## src/rtl/lbm_field_streamer.sv

```systemverilog
// lbm_field_streamer: captures per-cell LBM macroscopic fields, keeps the
// selected ones, packs them densely into AXI4-Stream beats and queues the
// beats in a small FIFO. One frame = DEPTH cells, closed with TLAST.
module lbm_field_streamer #(
  parameter int unsigned DATA_WIDTH = 16,
  parameter int unsigned AXIS_WIDTH = 64,
  parameter int unsigned DEPTH      = 2500,
  parameter int unsigned FIFO_DEPTH = 16
) (
  input  logic                    clk,
  input  logic                    rst,
  input  logic                    en,
  input  logic [3:0]              field_mask,
  input  logic [7:0]              decimate,
  input  logic                    sample_valid,
  input  logic [DATA_WIDTH-1:0]   rho,
  input  logic [DATA_WIDTH-1:0]   u_x,
  input  logic [DATA_WIDTH-1:0]   u_y,
  input  logic [DATA_WIDTH-1:0]   u_squared,
  output logic                    m_axis_tvalid,
  output logic [AXIS_WIDTH-1:0]   m_axis_tdata,
  output logic [AXIS_WIDTH/8-1:0] m_axis_tstrb,
  output logic                    m_axis_tlast,
  input  logic                    m_axis_tready,
  output logic                    overflow,
  output logic [31:0]             frame_count,
  output logic                    busy
);

  localparam int unsigned LANES     = AXIS_WIDTH / DATA_WIDTH;
  localparam int unsigned STRB_W    = AXIS_WIDTH / 8;
  localparam int unsigned LANE_STRB = DATA_WIDTH / 8;
  localparam int unsigned CW        = (DEPTH > 1) ? $clog2(DEPTH) : 1;
  localparam int unsigned FW        = $clog2(2 * LANES);
  localparam int unsigned AW        = $clog2(FIFO_DEPTH);
  localparam int unsigned NW        = AW + 1;
  localparam int unsigned SPW       = NW + 1;
  localparam int unsigned BW        = AXIS_WIDTH + STRB_W + 1;

  // Frame / packer state
  logic [CW-1:0]         r_cell;
  logic [3:0]            r_mask;
  logic [7:0]            r_dec;
  logic [7:0]            r_d;
  logic [FW-1:0]         r_fill;
  logic [AXIS_WIDTH-1:0] r_lanes;
  logic [31:0]           r_frame_count;
  logic                  r_overflow;
  logic                  r_busy;

  // FIFO state, entry = {tdata, tstrb, tlast}
  logic [BW-1:0]         r_mem [FIFO_DEPTH];
  logic [AW-1:0]         r_wr;
  logic [AW-1:0]         r_rd;
  logic [NW-1:0]         r_count;

  logic                    w_cap;
  logic                    w_first;
  logic                    w_last;
  logic                    w_emit;
  logic [3:0]              w_mask;
  logic [3:0]              w_take;
  logic [7:0]              w_dec;
  logic [8:0]              w_d_inc;
  logic [DATA_WIDTH-1:0]   w_field [4];
  logic [FW-1:0]           w_slot [4];
  logic [FW-1:0]           w_pos;
  logic [FW-1:0]           w_over;
  logic [FW-1:0]           w_n0;
  logic [2*AXIS_WIDTH-1:0] w_wide;
  logic                    w_full;
  logic                    w_push0;
  logic                    w_push1;
  logic [STRB_W-1:0]       w_strb0;
  logic [STRB_W-1:0]       w_strb1;
  logic [BW-1:0]           w_beat0;
  logic [BW-1:0]           w_beat1;
  logic                    w_pop;
  logic                    w_acc0;
  logic                    w_acc1;
  logic                    w_drop;
  logic [SPW-1:0]          w_space;
  logic [BW-1:0]           w_head;

  // Cell 0 uses the live mask/decimate; later cells use the latched copies.
  assign w_cap    = en & sample_valid;
  assign w_first  = (r_cell == '0);
  assign w_last   = (r_cell == CW'(DEPTH - 1));
  assign w_mask   = w_first ? field_mask : r_mask;
  assign w_dec    = w_first ? ((decimate == 8'd0) ? 8'd1 : decimate) : r_dec;
  assign w_emit   = (r_d == 8'd0);
  assign w_take   = w_mask & {4{w_cap & w_emit}};
  assign w_d_inc  = {1'b0, r_d} + 9'd1;

  assign w_field[0] = rho;
  assign w_field[1] = u_x;
  assign w_field[2] = u_y;
  assign w_field[3] = u_squared;

  // Lane slot for each selected field, appended in rho/u_x/u_y/u_sq order.
  always_comb begin
    w_pos = r_fill;
    for (int i = 0; i < 4; i++) begin
      w_slot[i] = w_pos;
      if (w_take[i]) w_pos = w_pos + FW'(1);
    end
  end

  // Two-beat-wide staging: current partial beat plus newly appended fields.
  always_comb begin
    w_wide = {{AXIS_WIDTH{1'b0}}, r_lanes};
    for (int j = 0; j < 2 * LANES; j++) begin
      for (int i = 0; i < 4; i++) begin
        if (w_take[i] && (w_slot[i] == FW'(j))) w_wide[j*DATA_WIDTH +: DATA_WIDTH] = w_field[i];
      end
    end
  end

  assign w_full  = (w_pos >= FW'(LANES));
  assign w_over  = w_pos - FW'(LANES);
  assign w_n0    = w_full ? FW'(LANES) : w_pos;
  // A full beat, or the frame's final partial; on the last cell both can occur.
  assign w_push0 = w_cap & w_emit & (w_full | (w_last & (w_pos != '0)));
  assign w_push1 = w_cap & w_emit & w_last & w_full & (w_over != '0);

  // Byte strobes for the filled lanes of each candidate beat.
  always_comb begin
    w_strb0 = '0;
    w_strb1 = '0;
    for (int j = 0; j < LANES; j++) begin
      w_strb0[j*LANE_STRB +: LANE_STRB] = {LANE_STRB{FW'(j) < w_n0}};
      w_strb1[j*LANE_STRB +: LANE_STRB] = {LANE_STRB{FW'(j) < w_over}};
    end
  end

  assign w_beat0 = {w_wide[AXIS_WIDTH-1:0], w_strb0, w_last & ~(w_full & (w_over != '0))};
  assign w_beat1 = {w_wide[2*AXIS_WIDTH-1:AXIS_WIDTH], w_strb1, 1'b1};

  // A same-cycle pop frees a slot for the incoming push.
  assign w_pop   = (r_count != '0) & m_axis_tready;
  assign w_space = SPW'(FIFO_DEPTH) - SPW'(r_count) + SPW'(w_pop);
  assign w_acc0  = w_push0 & (w_space != '0);
  assign w_acc1  = w_push1 & (w_space > SPW'(w_acc0));
  assign w_drop  = (w_push0 & ~w_acc0) | (w_push1 & ~w_acc1);

  // Frame counters, packer, FIFO pointers and status flags.
  always_ff @(posedge clk) begin
    if (rst) begin
      r_cell        <= '0;
      r_mask        <= '0;
      r_dec         <= 8'd1;
      r_d           <= '0;
      r_fill        <= '0;
      r_lanes       <= '0;
      r_frame_count <= '0;
      r_overflow    <= 1'b0;
      r_busy        <= 1'b0;
      r_wr          <= '0;
      r_rd          <= '0;
      r_count       <= '0;
    end else begin
      if (w_cap) begin
        if (w_first) begin
          r_mask <= field_mask;
          r_dec  <= w_dec;
        end
        if (w_last) begin
          r_cell        <= '0;
          r_frame_count <= r_frame_count + 32'd1;
          r_d           <= (w_d_inc >= {1'b0, w_dec}) ? 8'd0 : w_d_inc[7:0];
          r_fill        <= '0;
          r_lanes       <= '0;
        end else begin
          r_cell <= r_cell + CW'(1);
          if (w_full) begin
            r_fill  <= w_over;
            r_lanes <= w_wide[2*AXIS_WIDTH-1:AXIS_WIDTH];
          end else begin
            r_fill  <= w_pos;
            r_lanes <= w_wide[AXIS_WIDTH-1:0];
          end
        end
      end
      if (w_drop) r_overflow <= 1'b1;
      r_wr    <= r_wr + AW'(w_acc0) + AW'(w_acc1);
      r_rd    <= r_rd + AW'(w_pop);
      r_count <= r_count + NW'(w_acc0) + NW'(w_acc1) - NW'(w_pop);
      r_busy  <= (r_fill != '0) | (r_count != '0);
    end
  end

  // FIFO storage; validity is tracked by the pointers, so no reset needed.
  always_ff @(posedge clk) begin
    if (w_acc0) r_mem[r_wr] <= w_beat0;
    if (w_acc1) r_mem[r_wr + AW'(w_acc0)] <= w_beat1;
  end

  assign w_head        = r_mem[r_rd];
  assign m_axis_tvalid = (r_count != '0);
  assign m_axis_tdata  = m_axis_tvalid ? w_head[BW-1 -: AXIS_WIDTH] : '0;
  assign m_axis_tstrb  = m_axis_tvalid ? w_head[STRB_W:1] : '0;
  assign m_axis_tlast  = m_axis_tvalid & w_head[0];
  assign overflow      = r_overflow;
  assign frame_count   = r_frame_count;
  assign busy          = r_busy;

endmodule

```

## config.mk

```make
export PLATFORM = sky130hd
export DESIGN_NAME = lbm_field_streamer
export DESIGN_NICKNAME = d
export VERILOG_FILES = /design/src/rtl/lbm_field_streamer.sv
export SDC_FILE = /design/constraint.sdc
export NUM_CORES = 2
export LEC_CHECK = 0
export ABC_AREA = 1
export BUFFER_PORTS_ARGS = -buffer_cell sky130_fd_sc_hd__buf_2
export CORE_MARGIN = 5
export CORE_UTILIZATION = 45
export DETAILED_ROUTE_END_ITERATION = 10
export SETUP_SLACK_MARGIN = 0.2
export SYNTH_ARGS = -nofsm -noshare
export SYNTH_HDL_FRONTEND = slang
export SYNTH_SLANG_ARGS = --single-unit
```

## constraint.sdc

```tcl
create_clock -name clk -period 14.55 [get_ports clk]
set_input_delay 1.455 -clock clk [delete_from_list [all_inputs] [get_ports clk]]
set_output_delay 1.455 -clock clk [all_outputs]
set_load 0.005 [all_outputs]
```

==> metrics <==
M3 GR Usage 10.1%; CP Data Required Time 14.96 ns; CP max stage cell nand2_4; hold buffer count at cts 0; via count 62500; Worst Path Class, Setup reg -> reg; power per cell area 131 nW/um^2; Die H 400 um; Sw Pwr 3.34 mW; global routing's busiest layer met2; CP endpoint kind register; vias per cell 6.49; EDFF count, synth 1088; CTS root buf clkbuf_16; met2 usage 49.0%; Clk pin slew, worst setup/hold paths 0.06 ns; fin nets 7624; ys flop type edfxtp_1; row cnt 143; clk buf depth 3; GRT Total Usage 32.7%; Post-DP HPWL 156000 um; largest net degree at the start of global routing 186; input/output buffers 188; IO Pins 189; WP buf/inv 7; R2R Path Start r_cell[0]; full die area 160000 um^2; Clock power frac 35.6%; Seq/Total Area, Yosys 52.6%; CP startpoint kind register; Sum Neg Setup Slack 0 ns; vias in the first global route 57700; Final ANT Viol Nets 0; final worst path period need 9.84 ns; Worst slew margin 10.5%; Core ar. 152000 um^2; Static Leak 23.9 nW; CP max FO 58; max cap viols 0; H-tree depth 4; Sink Count 1250; asr flop ratio synth 0%; initial antenna violation count 8; worst min-delay path startpoint frame_count[31]; Clock Latency Late Sink 0.79 ns; DR iter-0 viols 9516; Hold Crit Depth 1; Die X 400 um; CTS Buf Count 141; CP delay by family, top simple AND/OR/NAND/NOR gates; routed len/inst 28.0 um; worst r2r dst r_mem[15][10]; outcome completed; Worst-Margin Slew 1.34 ns; worst reg2reg path depth 35; Initial Utilization 45.1%; final setup margin 4.71 ns; Post-Syn Instances 7793; Net Sw Frac 34.5%; P_int 6.33 mW; share of total power in combinational logic 23.8%; Setup WS pre-CTS 4.10 ns; Hold WC Path Type reg -> reg; cell mode on critical path nand2_1; Post-Syn Area per Cell 8.77 um^2; first-pass GRT wire length 391000 um; VDD IR-drop max 100 uV; synthesized area 68300 um^2; Largest stage delay, worst path 1.00 ns; GRT Residual Overflow 0; Achievable Freq 102 MHz; worst hold endpoint frame_count[31]; Layout area overhead 8.26%; DRC 0; Pre-antenna DRT Iters 7; crit path DAT 10.25 ns; # resized after CTS 0; RSZ-0062 raised after global routing false; post-CTS setup buffer count 0; CTS tree yes; met1 Use GR 44.1%; warnings from Yosys 0; Reg2Reg Setup Slack 4.71 ns; share of layout cells above drive strength 1 8.97%; syn_nets 7929; post-synth cell types 57; Total Wirelength 270000 um; part of the power in registers 40.6%; fill cell count 14200; endpoints failing setup 0; Clock Skews 0.0466 ns; final period utilization 67.6%; gp weighted congestion 0.976; final max-slew violation count 0; final hold vios 0; Seq cells post-synth 1250
routing by layer:
layer	wire [um]	vias to the layer above
met5	7	-
met3	36200	665
met2	117000	4284
li1	-	27400
met1	105000	30100
met4	12200	2
worst max-delay path by stage:
stage	slack, ns	cells past startpoint	to	from
finish	4.71	35	r_mem[15][10]	r_cell[0]
global placement	4.17	34	r_mem[15][60]	en
floorplan	6.46	32	r_mem[8][10]	en
CTS	4.83	35	r_mem[15][10]	r_cell[0]
detailed placement	4.10	34	r_mem[15][61]	en
global route	4.02	35	r_mem[15][10]	r_cell[0]
registers in the layout, indices dropped and copies added, names as in the netlist:
signal and count:
busy 1, frame_count 32, overflow 1, r_cell 12, r_count 5, r_d 8, r_dec 8, r_fill 3
r_lanes 64, r_mask 4, r_mem 1104, r_rd 4, r_wr 4
cells in the mapped netlist, drive strengths merged (9+ instances only):
| cell | instances | area (um^2) |
|---|---|---|
| ha | 53 | 663 |
| nor3 | 30 | 155 |
| a21oi | 181 | 906 |
| nand4 | 26 | 163 |
| xor2 | 15 | 131 |
| o21a | 23 | 173 |
| nor2 | 721 | 2880 |
| edfxtp | 1088 | 32700 |
| clkbuf | 454 | 1710 |
| nand2 | 1357 | 5190 |
| o221ai | 204 | 1790 |
| inv | 226 | 848 |
| nor4 | 11 | 68.8 |
| o21ai | 1874 | 9420 |
| nand3 | 611 | 3300 |
| buf | 302 | 1730 |
| or2 | 11 | 68.8 |
| clkinv | 9 | 35.0 |
| o22ai | 86 | 538 |
| o211ai | 304 | 2290 |
| dfxtp | 162 | 3240 |
cells by family (layout without fill, tap and decap cells):
group | after synthesis | count (layout) | synth area share [%]
AOI/OAI and AO/OA | 2691 | 2691 | 22.3
other | 0 | 5 | 0
buffers and inverters | 991 | 791 | 6.34
DFF | 1250 | 1250 | 52.6
xor gates and xnor gates | 18 | 18 | 0.231
muxes | 4 | 4 | 0.0586
and+or+nand+nor | 2784 | 2784 | 17.5
adders and majority gates | 55 | 55 | 1.03
stage by stage:
stage / utilization, % / hold slack [ns] / total power [mW] / cells / cell area [um^2]
6_report: 48.8 / 0.459 / 9.66 / 9628 / 74000
5_1_grt: 48.8 / 0.474 / 9.96 / 9623 / 74000
4_1_cts: 48.8 / 0.459 / 9.61 / 9622 / 74000
3_5_place_dp: 46.0 / 0.447 / 6.23 / 9374 / 69700
3_3_place_gp: 46.0 / 0.437 / 6.22 / 9374 / 69700
2_1_floorplan: - / 0.437 / 5.27 / 7793 / 68300
cell type report:
type,count,area [um^2],area share (%)
clock inverter,64,571,0.771
inverter,235,903,1.22
tap,2030,2540,3.43
antenna,5,12.5,0.0169
timing repair buffer,308,1870,2.53
sequential,1250,35900,48.6
multi-input combinational,5552,28400,38.4
clock buffer,184,3740,5.05
worst reg2reg max path, delay by kind of cell, from the launching register on:
family	cells	cell delay, ns
and+or+nand+nor	21	5.70
buffers and inverters	7	1.70
xor gates and xnor gates	1	0.24
DFF	1	0.37
adders and majority gates	6	1.45
power groups by stage:
stage          clock [mW]  combinational (mW)  sequential (mW)
6_report             3.44                2.30             3.92
4_1_cts              3.45                2.24             3.92
2_1_floorplan           0                1.30             3.97
3_3_place_gp            0                2.22             4.00
5_1_grt              3.60                2.44             3.93
3_5_place_dp            0                2.23             4.00
cell usage in the layout (no fill, tap or decap), drive strengths merged, types with 2 or more instances in the layout:
cell type and instances:
xnor2 3, clkinvlp 5, o21a 23, or2 11, a41oi 2, inv 236, nand2 1357, edfxtp 1088
xor2 15, clkbuf 184, clkinv 55, diode 5, nand4 26, and2 8, bufinv 3, fa 2
a211oi 7, buf 308, o221ai 204, o22ai 86, dfxtp 162, nor4 11, ha 53, a21oi 181
o211ai 304, nor3b 5, o32ai 2, o21ai 1874, nor3 30, mux2i 4, nand3 611, a31oi 6
nor2 721
Note: power is estimated with default switching activity, not from simulation.
